$ cat config.mk
export PLATFORM = sky130hd
export DESIGN_NAME = fetch_unit
export DESIGN_NICKNAME = d
export VERILOG_FILES = /design/src/rtl/fetch_unit.sv
export SDC_FILE = /design/constraint.sdc
export NUM_CORES = 1
export LEC_CHECK = 0
export CAP_MARGIN = 20
export CORE_AREA = 10 10 98 100
export CTS_CLUSTER_DIAMETER = 100
export CTS_CLUSTER_SIZE = 14
export DETAILED_ROUTE_END_ITERATION = 10
export DIE_AREA = 0 0 108 110
export GPL_TIMING_DRIVEN = 0
export PLACE_DENSITY_LB_ADDON = 0.3
export RECOVER_POWER = 50
export SYNTH_ARGS = -nofsm -noshare
export SYNTH_HDL_FRONTEND = slang
export SYNTH_SLANG_ARGS = --single-unit
$ cat constraint.sdc
create_clock -name clk -period 2.5 [get_ports clk]
set_clock_uncertainty 0.15 [all_clocks]
set_input_delay 0.75 -clock clk [delete_from_list [all_inputs] [get_ports clk]]
set_output_delay 0.75 -clock clk [all_outputs]
set_load 0.02 [all_outputs]
$ cat src/rtl/fetch_unit.sv
// Instruction-fetch stage: owns the PC, waits out the instruction-memory
// latency, latches two words and holds them until the decoder moves the PC.
module fetch_unit #(
  parameter logic [15:0] RESET_PC    = 16'h0000,
  parameter int          MEM_LATENCY = 1
) (
  input  logic        clk,
  input  logic        reset,
  input  logic        cnt_en,
  input  logic        pc_sload,
  input  logic [15:0] new_pc,
  input  logic        two_word,
  input  logic        stall,
  input  logic [15:0] imem_q1,
  input  logic [15:0] imem_q2,
  output logic [15:0] imem_addr1,
  output logic [15:0] imem_addr2,
  output logic [15:0] pc,
  output logic [15:0] instruction1,
  output logic [15:0] instruction2,
  output logic        instr_valid
);

  typedef enum logic [0:0] {
    FETCH = 1'b0,
    EXEC  = 1'b1
  } state_t;

  // Last wait count of a fetch; read data is valid once the count reaches it.
  localparam logic [1:0] LAST_CNT = 2'(MEM_LATENCY);

  state_t      state_r, state_s;
  logic [1:0]  cnt_r, cnt_s;
  logic [15:0] pc_r, pc_s;
  logic [15:0] instr1_r, instr1_s;
  logic [15:0] instr2_r, instr2_s;
  logic        valid_r, valid_s;

  // Next-state and next-value logic for the fetch/exec sequencer.
  always_comb begin
    state_s  = state_r;
    cnt_s    = cnt_r;
    pc_s     = pc_r;
    instr1_s = instr1_r;
    instr2_s = instr2_r;
    valid_s  = valid_r;
    case (state_r)
      FETCH: begin
        valid_s = 1'b0;
        if (cnt_r == LAST_CNT) begin
          instr1_s = imem_q1;
          instr2_s = imem_q2;
          valid_s  = 1'b1;
          cnt_s    = 2'd0;
          state_s  = EXEC;
        end else begin
          cnt_s = cnt_r + 2'd1;
        end
      end
      EXEC: begin
        // Jump takes priority over sequential advance; stall freezes both.
        if (stall) begin
          state_s = EXEC;
        end else if (pc_sload) begin
          pc_s    = new_pc;
          valid_s = 1'b0;
          state_s = FETCH;
        end else if (cnt_en) begin
          pc_s    = pc_r + (two_word ? 16'd2 : 16'd1);
          valid_s = 1'b0;
          state_s = FETCH;
        end else begin
          state_s = EXEC;
        end
      end
      default: begin
        state_s = FETCH;
        cnt_s   = 2'd0;
        valid_s = 1'b0;
      end
    endcase
  end

  // State and output registers with synchronous reset.
  always_ff @(posedge clk) begin
    if (reset) begin
      state_r  <= FETCH;
      cnt_r    <= 2'd0;
      pc_r     <= RESET_PC;
      instr1_r <= 16'h0000;
      instr2_r <= 16'h0000;
      valid_r  <= 1'b0;
    end else begin
      state_r  <= state_s;
      cnt_r    <= cnt_s;
      pc_r     <= pc_s;
      instr1_r <= instr1_s;
      instr2_r <= instr2_s;
      valid_r  <= valid_s;
    end
  end

  assign imem_addr1   = pc_r;
  assign imem_addr2   = pc_r + 16'd1;
  assign pc           = pc_r;
  assign instruction1 = instr1_r;
  assign instruction2 = instr2_r;
  assign instr_valid  = valid_r;

endmodule

==> metrics.txt <==
# TYPE chip_impl_metric gauge
chip_impl_info{name="cp-end-kind",value="output port"} 1
chip_impl_metric{name="setup_viol_count_final",unit=""} 4
chip_impl_metric{name="setup_tns",unit="ns"} -0.2149
chip_impl_info{name="crit-reg2reg-launch",value="imem_addr1[3]$_SDFFE_PP0P_"} 1
chip_impl_metric{name="cellLeakagePower",unit="nW"} 1.902
chip_impl_metric{name="postRouteAntennaNets",unit=""} 0
chip_impl_info{name="dominantRegCellSynth",value="dfxtp_1"} 1
chip_impl_metric{name="regArea",unit="sq um"} 1080
chip_impl_info{name="most-common-layout-cells",value="83 x nand2_1, 75 x clkdlybuf4s50_1, 45 x buf_4"} 1
chip_impl_metric{name="post_synth_xor_area_fraction",unit="%"} 4.868
chip_impl_info{name="combinational_family_with_the_most_area_after_synthesis",value="simple AND/OR/NAND/NOR gates"} 1
chip_impl_metric{name="p_per_area",unit="nW/um^2"} 481.1
chip_impl_info{name="tritoncts",value="yes"} 1
chip_impl_metric{name="critical_path.n_buffers_inverters",unit=""} 4
chip_impl_metric{name="worst_slew_margin_rel",unit="%"} 59.74
chip_impl_metric{name="asyncSetResetFlopFracSynth",unit="%"} 0
chip_impl_metric{name="pwr-share-seq",unit="%"} 43.5
chip_impl_metric{name="p_switching",unit="W"} 0.0007615
chip_impl_metric{name="core_region_area",unit="sq um"} 7647
chip_impl_metric{name="met1Wirelength",unit="microns"} 3854
chip_impl_info{name="clk_root_buf",value="clkbuf_8"} 1
chip_impl_metric{name="grtUsageTotal",unit="%"} 15.78
chip_impl_info{name="critical_path.reg2reg.endpoint",value="imem_addr1[15]$_SDFFE_PP0P_"} 1
chip_impl_metric{name="crit_path_max_fanout",unit=""} 5
chip_impl_info{name="path_delay_family",value="buffers and inverters"} 1
chip_impl_info{name="violations",value="setup timing"} 1
chip_impl_metric{name="cp.arrival",unit="ns"} 1.69
chip_impl_metric{name="effective_utilization_at_floorplan",unit="%"} 35.29
chip_impl_metric{name="drc",unit=""} 0
chip_impl_metric{name="crit_required",unit="ns"} 1.60
chip_impl_metric{name="yosysUniqueCellTypes",unit=""} 47
chip_impl_metric{name="finalWorstPathRequiredPeriod",unit="ns"} 2.588
chip_impl_metric{name="simple_gate_portion_of_the_synthesized_area",unit="%"} 24.76
chip_impl_metric{name="detailed_route_iter0_violations",unit=""} 203
chip_impl_metric{name="clock_sinks",unit=""} 52
chip_impl_metric{name="largest_net_degree_at_the_start_of_global_routing",unit=""} 17
chip_impl_metric{name="post_synth_mux_area_share",unit="%"} 1.484
chip_impl_metric{name="clkSlewWorstSetupHoldPaths",unit="ns"} 0.10
chip_impl_metric{name="max_cap_viol_count",unit=""} 0
chip_impl_metric{name="max_clock_freq",unit="MHz"} 386.3
chip_impl_metric{name="drive_gt1_share",unit="%"} 21.17
chip_impl_info{name="status",value="finished with violations"} 1
chip_impl_metric{name="antenna_found_initial",unit=""} 0
chip_impl_metric{name="power.switching_fraction",unit="%"} 34.53
chip_impl_metric{name="timing.final.crit_share",unit="%"} 103.5
chip_impl_info{name="layout.cells.most_common",value="nand2_1"} 1
chip_impl_metric{name="wirelength",unit="microns"} 10140
chip_impl_metric{name="drt-wirelength-per-cell",unit="microns"} 16.44
chip_impl_info{name="cp-start-kind",value="flop"} 1
chip_impl_metric{name="multiInputGateArea",unit="sq um"} 1525
chip_impl_metric{name="drtPass1Iterations",unit=""} 5
chip_impl_metric{name="place_ws",unit="ns"} -0.6799
chip_impl_metric{name="post_synth_fa_ha_maj_area_fraction",unit="%"} 2.133
chip_impl_metric{name="clock_tree.htree_level_count",unit=""} 2
chip_impl_info{name="crit_path_cell_trace",value="buf_6 > and4_4 > nand4_1 > buf_6 > buf_6 > nor2_4 > xnor2_1 > buf_4"} 1
chip_impl_metric{name="utilization",unit="%"} 59.95
chip_impl_metric{name="clock_power_share",unit="%"} 22.1
chip_impl_metric{name="synth_cells",unit=""} 352
chip_impl_info{name="critical_path_class",value="flop to output port"} 1
chip_impl_metric{name="share_comb_of_total_power",unit="%"} 34.4
chip_impl_metric{name="insertion_delay",unit="ns"} 0.30
chip_impl_info{name="crit_path_most_repeated_cell",value="buf_6"} 1
chip_impl_metric{name="timing.final.max_slew_violations",unit=""} 0
chip_impl_metric{name="number_of_primary_i_o_pins",unit=""} 135
chip_impl_metric{name="antenna-diode-count",unit=""} 0
chip_impl_info{name="cpMaxStageDelayCell",value="dfxtp_2"} 1
chip_impl_metric{name="io_buffers",unit=""} 133
chip_impl_metric{name="internal_power_summed_over_all_cells",unit="W"} 0.001444
chip_impl_metric{name="finalHoldViolCount",unit=""} 0
chip_impl_metric{name="rows",unit=""} 32
chip_impl_info{name="highest_layer",value="met4"} 1
chip_impl_metric{name="reg2regPathDepth",unit=""} 7
chip_impl_metric{name="r2r_setup_slack",unit="ns"} 0.29
chip_impl_metric{name="synth-edff-count",unit=""} 0
chip_impl_info{name="rsz_0062_raised_after_global_routing",value="yes"} 1
chip_impl_metric{name="ys.warnings.count",unit=""} 0
chip_impl_metric{name="die-width",unit="microns"} 108
chip_impl_metric{name="ir_drop",unit="mV"} 0.4446
chip_impl_metric{name="dr_wl_met2",unit="microns"} 5227
chip_impl_metric{name="via_count",unit=""} 3108
chip_impl_metric{name="synth_compound_area_share",unit="%"} 18.50
chip_impl_metric{name="min_path_cells",unit=""} 2
chip_impl_metric{name="tritoncts.num_buffers",unit=""} 5
chip_impl_info{name="hold_path.class",value="flop to flop"} 1
chip_impl_metric{name="global_route.overflow_total",unit=""} 0
chip_impl_metric{name="post-dp-hpwl",unit="microns"} 7516
chip_impl_metric{name="dieArea",unit="sq um"} 11880
chip_impl_metric{name="worst_setup_slack_after_layout",unit="ns"} -0.08833
chip_impl_metric{name="fin_nets",unit=""} 572
chip_impl_metric{name="viasPerCell",unit=""} 5.037
chip_impl_metric{name="synth.ff_latch_count",unit=""} 52
chip_impl_metric{name="met3RoutedLength",unit="microns"} 936
chip_impl_metric{name="worst_pin_slew",unit="ns"} 0.6038
chip_impl_metric{name="critPathMaxStageDelay",unit="ns"} 0.35
chip_impl_metric{name="clk_path_buf_depth",unit=""} 2
chip_impl_metric{name="average_footprint_of_a_synthesized_cell",unit="sq um"} 7.667
chip_impl_metric{name="first_global_vias",unit=""} 2992
chip_impl_metric{name="areaGrowthSynthToFinish",unit="%"} 69.87
chip_impl_metric{name="grt_pass1_wl",unit="microns"} 15350
chip_impl_info{name="timing.hold.worst_endpoint",value="instruction2[6]$_SDFFE_PP0P_"} 1
chip_impl_metric{name="synth-seq-area-share",unit="%"} 38.57
chip_impl_metric{name="die_height",unit="microns"} 110
chip_impl_info{name="hold_path_startpoint",value="instruction2[6]$_SDFFE_PP0P_"} 1
chip_impl_metric{name="finalWeightedCongestion",unit=""} 0.8787
chip_impl_metric{name="synth_fp_nets",unit=""} 410
chip_impl_metric{name="fillers",unit=""} 692
chip_impl_metric{name="summed_instance_area_of_the_synthesized_netlist",unit="sq um"} 2699
stage by stage:
stage | area [sq um] | instances | power [W] | hold slack, ns
5_1_grt | 4584 | 617 | 0.002335 | 0.3284
3_3_place_gp | 4237 | 587 | 0.001748 | 0.2917
4_1_cts | 4534 | 612 | 0.002257 | 0.3106
6_report | 4584 | 617 | 0.002205 | 0.3046
2_1_floorplan | 2778 | 352 | 0.001386 | 0.3182
3_5_place_dp | 4237 | 587 | 0.001763 | 0.2982
cells in the mapped netlist, types with 2 or more instances:
| cell type | number | area share, % |
|---|---|---|
| nand2_1 | 84 | 12 |
| dfxtp_1 | 52 | 39 |
| a21oi_1 | 43 | 8.0 |
| clkbuf_1 | 18 | 2.5 |
| buf_4 | 17 | 4.7 |
| nor2_1 | 13 | 1.8 |
| o21ai_0 | 10 | 1.9 |
| inv_1 | 8 | 1.1 |
| xor2_1 | 8 | 2.6 |
| nand3_1 | 7 | 1.3 |
| nand4_1 | 7 | 1.6 |
| xnor2_1 | 7 | 2.3 |
| a211oi_1 | 6 | 1.7 |
| buf_2 | 5 | 0.93 |
| nor3_1 | 5 | 0.93 |
| nor4_1 | 5 | 1.2 |
| a31oi_1 | 4 | 0.93 |
| mux2i_1 | 4 | 1.5 |
| o31ai_1 | 4 | 1.1 |
| a32o_1 | 3 | 1.1 |
| and3_1 | 3 | 0.70 |
| buf_1 | 3 | 0.42 |
| ha_1 | 3 | 1.4 |
| nor2b_1 | 3 | 0.70 |
| a22o_1 | 2 | 0.65 |
| nand2b_1 | 2 | 0.46 |
| o211ai_1 | 2 | 0.56 |
| o22ai_1 | 2 | 0.46 |
| or2_2 | 2 | 0.46 |
| or3_1 | 2 | 0.46 |
| or4_1 | 2 | 0.56 |
cell type report:
type / instances / area share [%]
Tap cell: 102 / 2.784
Multi-Input combinational cell: 249 / 33.27
Sequential cell: 52 / 23.55
Buffer: 38 / 4.749
Clock buffer: 6 / 1.583
Timing Repair Buffer: 160 / 33.00
Clock inverter: 2 / 0.3548
Inverter: 8 / 0.7096
cell families after synthesis:
family	count (synthesis)
DFF	52
adders and majority gates	4
muxes	4
buffers and inverters	51
and+or+nand+nor	143
xor gates and xnor gates	15
AOI/OAI and AO/OA	83
sequential cells by signal, indices dropped and copies added, names as in the netlist:
register / cells
instruction2: 16
cnt_r: 2
instruction1: 16
state_r: 1
imem_addr1: 16
instr_valid: 1
power groups by stage:
stage	Combinational (W)	Sequential [W]	Clock [W]
final	0.000759	0.000959	0.000488
after global routing	0.000825	0.000969	0.000542
after CTS	0.000786	0.000961	0.000510
after detailed placement	0.000772	0.000991	0
after global placement	0.000762	0.000986	0
after floorplan	0.000307	0.00108	0
worst reg2reg max path: cells and delay by family (launching register included):
kind,cells,cell delay (ns)
compound gates,2,0.42
flops,1,0.35
simple gates,2,0.88
buf+inv,3,0.32
how the worst max path moves through the flow:
stage,from,endpoint,slack [ns],cells after the start
2_1_floorplan,imem_addr1[2]$_SDFFE_PP0P_,imem_addr2[13],-0.02,5
3_3_place_gp,imem_addr1[2]$_SDFFE_PP0P_,imem_addr2[13],-0.64,6
3_5_place_dp,imem_addr1[2]$_SDFFE_PP0P_,imem_addr2[13],-0.68,6
4_1_cts,imem_addr1[3]$_SDFFE_PP0P_,imem_addr2[15],-0.10,7
5_1_grt,imem_addr1[3]$_SDFFE_PP0P_,imem_addr2[11],-0.18,8
6_report,imem_addr1[3]$_SDFFE_PP0P_,imem_addr2[11],-0.09,8
layer usage:
metal  track usage [%]  vias to the layer above
met5                 0                        -
met4             4.198                        0
met3             3.947                       12
met2             27.93                      146
met1             18.55                     1428
li1                  -                     1522
timing repair:
item	CTS	global route
hold buffers	0	0
setup endpoints to repair	25	19
hold endpoints to repair	0	0
gates resized for setup	91	19
pin swaps	8	8
buffers inserted	22	5
(Power assumes the default switching activity.)
